<file path="config.mk">
export PLATFORM = sky130hd
export DESIGN_NAME = avalon_be_regbank_flat
export DESIGN_NICKNAME = d
export VERILOG_FILES = /design/src/rtl/avalon_be_regbank_if.sv /design/src/rtl/avalon_be_regbank.sv /design/src/flat_wrapper.sv
export SDC_FILE = /design/constraint.sdc
export NUM_CORES = 1
export LEC_CHECK = 0
export BUFFER_PORTS_ARGS = -buffer_cell sky130_fd_sc_hd__buf_2
export CORE_AREA = 2 2 239 241
export DETAILED_ROUTE_END_ITERATION = 8
export DIE_AREA = 0 0 241 243
export MAX_ROUTING_LAYER = met4
export SLEW_MARGIN = 20
export SYNTH_ARGS = -nofsm -noshare
export SYNTH_HDL_FRONTEND = slang
export SYNTH_SLANG_ARGS = --single-unit
</file>
<file path="constraint.sdc">
create_clock -name clock -period 4.2 [get_ports clock]
set_clock_uncertainty 0.2 [all_clocks]
set_input_delay 0.21 -clock clock [delete_from_list [all_inputs] [get_ports clock]]
set_output_delay 0.21 -clock clock [all_outputs]
set_load 0.02 [all_outputs]
</file>
<file path="src/rtl/avalon_be_regbank_if.sv">
// Avalon-MM slave bus bundle for the byte-enabled register bank.
interface avalon_be_regbank_if #(
    parameter int unsigned DATA_W = 32,
    parameter int unsigned ADDR_W = 3
);
    localparam int unsigned BE_W = DATA_W / 8;

    logic [ADDR_W-1:0] avs_address;
    logic              avs_write;
    logic [DATA_W-1:0] avs_writedata;
    logic [BE_W-1:0]   avs_byteenable;
    logic              avs_read;
    logic [DATA_W-1:0] avs_readdata;
    logic              avs_readdatavalid;

    modport master (
        output avs_address, avs_write, avs_writedata, avs_byteenable, avs_read,
        input  avs_readdata, avs_readdatavalid
    );

    modport slave (
        input  avs_address, avs_write, avs_writedata, avs_byteenable, avs_read,
        output avs_readdata, avs_readdatavalid
    );
endinterface

</file>
<file path="src/rtl/avalon_be_regbank.sv">
// Bank of NUM_REGS byte-enabled registers behind an Avalon-MM slave, with a
// hardware-side write port and per-register host-write (dirty) flags.
module avalon_be_regbank #(
    parameter int unsigned          DATA_W    = 32,
    parameter int unsigned          NUM_REGS  = 8,
    parameter int unsigned          ADDR_W    = 3,
    parameter logic [DATA_W-1:0]    RESET_VAL = '0
) (
    input  logic                         clock,
    input  logic                         reset_n,
    avalon_be_regbank_if.slave           avs,
    input  logic [NUM_REGS-1:0]          hw_we,
    input  logic [NUM_REGS*DATA_W-1:0]   hw_wdata,
    input  logic [NUM_REGS-1:0]          hw_ack,
    output logic [NUM_REGS*DATA_W-1:0]   reg_out,
    output logic [NUM_REGS-1:0]          reg_dirty
);
    localparam int unsigned BE_W = DATA_W / 8;

    logic [DATA_W-1:0]   regs     [NUM_REGS];
    logic [DATA_W-1:0]   reg_nxt  [NUM_REGS];
    logic [NUM_REGS-1:0] bus_hit;
    logic [NUM_REGS-1:0] dirty_nxt;
    logic [DATA_W-1:0]   rd_data;
    logic [DATA_W-1:0]   readdata_q;
    logic                readdatavalid_q;

    // Next register values: hardware load first, then bus lanes overlay it so
    // the bus wins on enabled lanes and hardware fills the rest.
    always_comb begin
        bus_hit   = '0;
        dirty_nxt = reg_dirty & ~hw_ack;
        for (int unsigned i = 0; i < NUM_REGS; i++) begin
            bus_hit[i] = avs.avs_write && (avs.avs_address == ADDR_W'(i));
            reg_nxt[i] = regs[i];
            if (hw_we[i]) begin
                reg_nxt[i] = hw_wdata[i*DATA_W +: DATA_W];
            end
            if (bus_hit[i]) begin
                for (int unsigned b = 0; b < BE_W; b++) begin
                    if (avs.avs_byteenable[b]) begin
                        reg_nxt[i][b*8 +: 8] = avs.avs_writedata[b*8 +: 8];
                    end
                end
                if (|avs.avs_byteenable) begin
                    dirty_nxt[i] = 1'b1;
                end
            end
        end
    end

    // Read mux; unmatched (out-of-range) addresses return zero.
    always_comb begin
        rd_data = '0;
        for (int unsigned i = 0; i < NUM_REGS; i++) begin
            if (avs.avs_address == ADDR_W'(i)) begin
                rd_data = regs[i];
            end
        end
    end

    // Flatten register contents onto the engine-side bus.
    always_comb begin
        reg_out = '0;
        for (int unsigned i = 0; i < NUM_REGS; i++) begin
            reg_out[i*DATA_W +: DATA_W] = regs[i];
        end
    end

    // State update; reset drops any read in flight.
    always_ff @(posedge clock) begin
        if (!reset_n) begin
            for (int unsigned i = 0; i < NUM_REGS; i++) begin
                regs[i] <= RESET_VAL;
            end
            reg_dirty       <= '0;
            readdata_q      <= '0;
            readdatavalid_q <= 1'b0;
        end else begin
            for (int unsigned i = 0; i < NUM_REGS; i++) begin
                regs[i] <= reg_nxt[i];
            end
            reg_dirty       <= dirty_nxt;
            readdatavalid_q <= avs.avs_read;
            if (avs.avs_read) begin
                readdata_q <= rd_data;
            end
        end
    end

    assign avs.avs_readdata      = readdata_q;
    assign avs.avs_readdatavalid = readdatavalid_q;
endmodule

</file>
<file path="src/flat_wrapper.sv">
// flat-port wrapper written by rule: the top's interface ports become plain ports
module avalon_be_regbank_flat 
#(
    parameter int unsigned          DATA_W    = 32,
    parameter int unsigned          NUM_REGS  = 8,
    parameter int unsigned          ADDR_W    = 3,
    parameter logic [DATA_W-1:0]    RESET_VAL = '0
)
  (clock, reset_n, hw_we, hw_wdata, hw_ack, reg_out, reg_dirty, avs_avs_address, avs_avs_write, avs_avs_writedata, avs_avs_byteenable, avs_avs_read, avs_avs_readdata, avs_avs_readdatavalid);
  avalon_be_regbank_if #(.DATA_W(DATA_W), .ADDR_W(ADDR_W)) avs_i ();
  input  logic clock;
  input  logic reset_n;
  input  logic [NUM_REGS-1:0] hw_we;
  input  logic [NUM_REGS*DATA_W-1:0] hw_wdata;
  input  logic [NUM_REGS-1:0] hw_ack;
  output logic [NUM_REGS*DATA_W-1:0] reg_out;
  output logic [NUM_REGS-1:0] reg_dirty;
  input wire logic [$bits(avs_i.avs_address)-1:0] avs_avs_address;
  input wire logic [$bits(avs_i.avs_write)-1:0] avs_avs_write;
  input wire logic [$bits(avs_i.avs_writedata)-1:0] avs_avs_writedata;
  input wire logic [$bits(avs_i.avs_byteenable)-1:0] avs_avs_byteenable;
  input wire logic [$bits(avs_i.avs_read)-1:0] avs_avs_read;
  output wire logic [$bits(avs_i.avs_readdata)-1:0] avs_avs_readdata;
  output wire logic [$bits(avs_i.avs_readdatavalid)-1:0] avs_avs_readdatavalid;
  assign avs_i.avs_address = avs_avs_address;
  assign avs_i.avs_write = avs_avs_write;
  assign avs_i.avs_writedata = avs_avs_writedata;
  assign avs_i.avs_byteenable = avs_avs_byteenable;
  assign avs_i.avs_read = avs_avs_read;
  assign avs_avs_readdata = avs_i.avs_readdata;
  assign avs_avs_readdatavalid = avs_i.avs_readdatavalid;
  avalon_be_regbank #(.DATA_W(DATA_W), .NUM_REGS(NUM_REGS), .ADDR_W(ADDR_W), .RESET_VAL(RESET_VAL)) u_core (.clock(clock), .reset_n(reset_n), .avs(avs_i), .hw_we(hw_we), .hw_wdata(hw_wdata), .hw_ack(hw_ack), .reg_out(reg_out), .reg_dirty(reg_dirty));
endmodule
</file>
==> flow_summary.ini, run 1 <==
[grt]
grt_pass1_vias = 18746
grt_pass1_wl_um = 118900
grt_usage_pct = 27.83
grt_max_degree = 160
antenna_found_initial = 3
grt.overflow.total = 0

[place]
io_buffers = 611
dp_slack_ns = 1.665
postPlaceCellArea_um2 = 19430
gp_congestion = 0.8940
hpwl_um = 54460

[synthesis]
synthCells = 1646
yosysTopAreaCell = dfxtp_1
ys_types = 44
synthesis.nets = 1961
ys_warn_count = 0
synth_top_area_share_pct = 36.54
async_flop_share_pct = 0
yosys_register_bits = 297
syn_area_um2 = 16270
ys.flop_type = dfxtp_1
synth.top_cells.by_area = dfxtp_1, mux2i_1, o211a_1
yosysSeqAreaShare_pct = 36.54
synth_edf_count = 0
syn_area_per_cell_um2 = 9.886

[layout]
multi_input_area_um2 = 9288
layout_commonest_cell = buf_2
syn_to_final_growth_pct = 58.56
layout_common_cells = buf_2, dlygate4sd3_1, nand2_1, dfxtp_1, mux2i_1
seq_area_um2 = 5946
fillers = 5265
design_area_um2 = 25800
final_nets = 2962
drive_gt1_share_pct = 31.15

[sta]
max_slew_margin_pct = 24.85
max_freq_mhz = 390.8
drv_slew = 0
min_period_over_period_pct = 60.92
worst_slack_ns = 1.641
finalHoldViolCount = 0
rsz0062_at_grt = no
tns_ns = 0
setup_viol_count_final = 0
tightest_slew_ns = 1.125
period_needed_ns = 2.559

[clock_tree]
cts-resized-gates = 0
post_cts_buffers = 0
cts_hold_buf = 516
htreeDepth = 2
clkTransAtPathRegs_ns = 0.06
numCtsBuffers = 37
cts.path.max_buffers = 3
cts_tree = built
insertion_delay_ns = 0.54
cts-root-buf = clkbuf_16
clock-sinks = 297

[die]
chipWidth_um = 241
die_h_um = 243
initial_utilization_pct = 29.08
coreArea_um2 = 55950
io_pins = 612
rows = 87
die-area_um2 = 58560

[worst_setup_path]
path_class = in2reg
crit_family = simple AND/OR/NAND/NOR gates
crit_chain = buf_4 > and4b_1 > nand2_1 > o211a_1 > dlygate4sd3_1
crit_path_end_kind = flop
critPathMaxFanout = 36
cp.arrival_ns = 2.78
path_buf_inv = 2
startpoint_type = input pin
slowest_delay_ns = 0.56
required_ns = 4.42
cp_slowest_cell = and4b_1

[status]
status = complete, no violations

[power]
vdd_drop_max_v = 0.0002512
p_leak_nw = 14.93
powerDensity_nw_per_um2 = 332.6

[routing]
topRoutingLayerUsed = met4
met1_length_um = 33040
vias = 18120
wl_per_cell_um = 24.14
viasPerCell = 5.287
route.met2.wl_um = 40150
drt-initial-drc-count = 1009
wl_um = 82740
dr.pass1.iters = 5
drc = 0
wl_met3_um = 5706
drtAntennaViolNets = 0

[worst_hold_path]
hold_class = in2reg

[job]
drv_cap = 0
==> per-layer routing <==
metal | track usage (%) | vias to the layer above
li1 | - | 8049
met1 | 32.84 | 8845
met2 | 46.05 | 980
met3 | 4.629 | 246
met4 | 12.76 | 0
met5 | - | -
==> power breakdown <==
part | switching (mW) | internal (mW) | leakage, nW
clock network | 1.30 | 1.98 | 0.591
registers | 0.195 | 3.01 | 2.45
logic | 1.08 | 1.02 | 11.9
total | 2.57 | 6.01 | 14.9
==> synthesized netlist by cell type (2+ instances only) <==
library cell and instances:
nand2_1 301, dfxtp_1 297, mux2i_1 259, o211a_1 256
mux2_2 111, buf_2 49, clkbuf_1 47, o22ai_1 34
buf_1 32, a21oi_1 31, o21ai_0 28, a2bb2oi_1 27
buf_6 25, buf_4 22, o31ai_1 22, nand2_4 20
inv_1 15, a221oi_1 7, nand2b_1 7, and2_1 6
o31ai_2 6, nand2_2 5, a32o_1 4, o211ai_1 4
nor2_1 3, nor2b_1 3, o2bb2ai_1 3, a21boi_0 2
a21o_1 2, and4b_4 2, and4bb_4 2, inv_2 2
==> kinds of logic after synthesis <==
group | after synthesis | share of synthesized area, %
AND/OR/NAND/NOR | 357 | 10.16
AO/OA/AOI/OAI | 429 | 23.09
flip-flops | 297 | 36.54
buffers and inverters | 192 | 6.466
multiplexers | 371 | 23.75
==> per-stage QoR <==
stage / utilization [%] / hold WS (ns) / power (mW) / std cells
after CTS: 46.10 / 0.03455 / 8.578 / 3424
after floorplan: - / 0.1979 / 4.224 / 1646
after detailed placement: 34.73 / 0.2346 / 4.895 / 2848
after global routing: 46.12 / 0.1041 / 8.879 / 3427
final: 46.12 / 0.09284 / 8.583 / 3427
after global placement: 34.73 / 0.2415 / 4.878 / 2848
==> layout make-up <==
cell class	count	share of cell area, %
Inverter	17	0.2473
Timing Repair Buffer	1137	32.38
Antenna cell	3	0.02910
Clock inverter	9	0.5771
Clock buffer	51	4.064
Multi-Input combinational cell	1157	36.00
Tap cell	756	3.666
Sequential cell	297	23.04
==> worst paths after layout <==
path                                                          startpoint                                        to  slack [ns]  depth (start not counted)
worst max-delay path                                  avs_avs_address[1]             u_core.regs[1][50]$_SDFF_PN0_        1.64                          5
worst max register to register             u_core.regs[1][62]$_SDFF_PN0_             u_core.regs[1][62]$_SDFF_PN0_        2.40                          4
worst min register to register  u_core.avs.avs_readdata[10]$_SDFFE_PN0P_  u_core.avs.avs_readdata[10]$_SDFFE_PN0P_        0.25                          2
worst min-delay path                                             reset_n  u_core.avs.avs_readdata[18]$_SDFFE_PN0P_        0.09                          2
==> sequential cells by signal, summed over array words and instances (netlist names) <==
signal,cells
u_core.regs,256
u_core.reg_dirty,8
u_core.avs.avs_readdata,32
u_core.avs.avs_readdatavalid,1
Note: power is estimated with default switching activity, not from simulation.
==> inputs of run 2 (changes only) <==
--- a/config.mk
+++ b/config.mk
@@ -6,9 +6,9 @@
 export NUM_CORES = 1
 export LEC_CHECK = 0
 export BUFFER_PORTS_ARGS = -buffer_cell sky130_fd_sc_hd__buf_2
-export CORE_AREA = 2 2 239 241
+export CORE_AREA = 2 2 237 239
 export DETAILED_ROUTE_END_ITERATION = 8
-export DIE_AREA = 0 0 241 243
+export DIE_AREA = 0 0 239 241
 export MAX_ROUTING_LAYER = met4
 export SLEW_MARGIN = 20
 export SYNTH_ARGS = -nofsm -noshare
==> constraint.sdc (replaced) <==
create_clock -name clock -period 2.06 [get_ports clock]
set_clock_uncertainty 0.2 [all_clocks]
set_input_delay 0.103 -clock clock [delete_from_list [all_inputs] [get_ports clock]]
set_output_delay 0.103 -clock clock [all_outputs]
set_load 0.02 [all_outputs]
==> run 2 against run 1 <==
Combinational power increased by 110%. Setup slack got worse by 1.6 ns. Die area decreased by 1.6%. Flip-flop and latch count unchanged. Critical path type unchanged. Largest cell class unchanged.
==> flow_summary.ini, run 2 (synthesis gave the netlist of run 1 again) <==
[layout]
design_area_um2 = 26290
largest_reg_flops = 256
layout_common_cells = buf_2, dlygate4sd3_1, nand2_1, dfxtp_1, mux2i_1
syn_to_final_growth_pct = 61.53
fin_cells = 3427
final_nets = 3007
layout_commonest_cell = buf_2
drive_gt1_share_pct = 32.25
regMostFlops = u_core.regs

[status]
status = complete, no violations

[clock_tree]
insertion_delay_ns = 0.55
post_cts_buffers = 0
numCtsBuffers = 36
cts.path.max_buffers = 3
htreeDepth = 2
cts-root-buf = clkbuf_16
clkTransAtPathRegs_ns = 0.06
cts_tree = built
clock-sinks = 297

[grt]
grt_max_degree = 88
grt_pass1_wl_um = 118100
grt_pass1_vias = 18621
antenna_found_initial = 4
grt_usage_pct = 28.24
grt.overflow.total = 0

[sta]
setup_viol_count_final = 0
rsz0062_at_grt = no
drv_slew = 0
period_needed_ns = 2.039
hold_ws_ns = 0.04265
finalHoldViolCount = 0
min_period_over_period_pct = 99.00
tns_ns = 0
tightest_slew_ns = 0.6260
max_freq_mhz = 490.3
max_slew_margin_pct = 58.18

[place]
gp_congestion = 0.9075
io_buffers = 611
postPlaceCellArea_um2 = 19870
placed_cells = 2839
hpwl_um = 55080

[worst_setup_path]
critPathCapture = u_core.regs[0][15]$_SDFF_PN0_
critPathMaxFanout = 87
crit_family = buffers and inverters
crit_chain = dlygate4sd3_1 > buf_8 > buf_16 > o211a_1 > dlygate4sd3_1
path_buf_inv = 4
path_class = in2reg
timing.rr.end = u_core.regs[1][31]$_SDFF_PN0_
cp.arrival_ns = 2.31
r2r_start = u_core.regs[1][31]$_SDFF_PN0_
critPathMostFrequentCell = dlygate4sd3_1
r2r_setup_slack_ns = 0.25
cp.depth = 5
startpoint_type = input pin
slowest_delay_ns = 0.56
critPathLaunch = reset_n
crit_path_end_kind = flop
required_ns = 2.33
cp_slowest_cell = dlygate4sd3_1
ff2ff_path_depth = 4

[die]
initial_utilization_pct = 29.65
chipWidth_um = 239
rows = 86
io_pins = 612
die-area_um2 = 57600
coreArea_um2 = 54880
die_h_um = 241

[worst_hold_path]
hold_class = in2reg
min_from = avs_avs_byteenable[2]

[routing]
dr.pass1.iters = 8
wl_per_cell_um = 24.23
drtAntennaViolNets = 0
drc = 0
drt-initial-drc-count = 1126
viasPerCell = 5.326
vias = 18252
wl_um = 83020

[power]
powerDensity_nw_per_um2 = 665.2
p_leak_nw = 15.21
vdd_drop_max_v = 0.0005231

[job]
drv_cap = 0
run 2: layout make-up:
class	count	area (um^2)
Antenna cell	4	10.01
Inverter	17	63.81
Clock buffer	57	1101
Fill cell	5012	28590
Sequential cell	297	5947
Timing Repair Buffer	1183	8895
Multi-Input combinational cell	1157	9288
Clock inverter	8	101.3
Tap cell	704	880.8
run 2: worst min-delay path by stage:
stage                                     end  slack (ns)  depth (start not counted)
2_1_floorplan  u_core.reg_dirty[1]$_SDFF_PN0_        0.09                          2
3_3_place_gp   u_core.reg_dirty[1]$_SDFF_PN0_        0.18                          3
3_5_place_dp   u_core.reg_dirty[1]$_SDFF_PN0_        0.18                          3
4_1_cts         u_core.regs[2][49]$_SDFF_PN0_       0.004                          3
5_1_grt         u_core.regs[2][49]$_SDFF_PN0_        0.04                          3
6_report        u_core.regs[2][49]$_SDFF_PN0_        0.04                          3
run 2: routing by layer:
layer  track usage [%]  vias to the layer above  share of wire [%]
li1                  -                     8141                  -
met4             14.09                        0                4.8
met2             46.63                      974                 48
met5                 -                        -                  0
met1             33.09                     8908                 40
met3             5.033                      229                7.1
run 2: worst reg2reg max path: stages, from the launching register on:
cell           delay, ns
dfxtp_1             0.39
mux2i_1             0.32
nand2_1             0.10
o211a_1             0.14
dlygate4sd3_1       0.56
run 2: stage by stage:
step / setup slack, ns / util [%] / total power, mW
after CTS: 0.01398 / 47.92 / 17.50
after floorplan: 0.5738 / - / 8.611
final: 0.02058 / 47.90 / 17.49
after global placement: 0.1575 / 36.21 / 10.03
after global routing: 0.02572 / 47.90 / 18.10
after detailed placement: 0.1027 / 36.21 / 10.07
run 2: repair_timing:
item                                   4_1_cts  5_1_grt
endpoints found under the hold margin      296        0
resized for setup                            0        2
hold buffers                               522        0
setup endpoints to repair                    0        5
run 2: where the power goes:
| part | leakage, nW | switching, mW | internal (mW) |
|---|---|---|---|
| logic | 12.2 | 2.20 | 2.16 |
| clock network | 0.593 | 2.65 | 3.92 |
| registers | 2.45 | 0.410 | 6.13 |
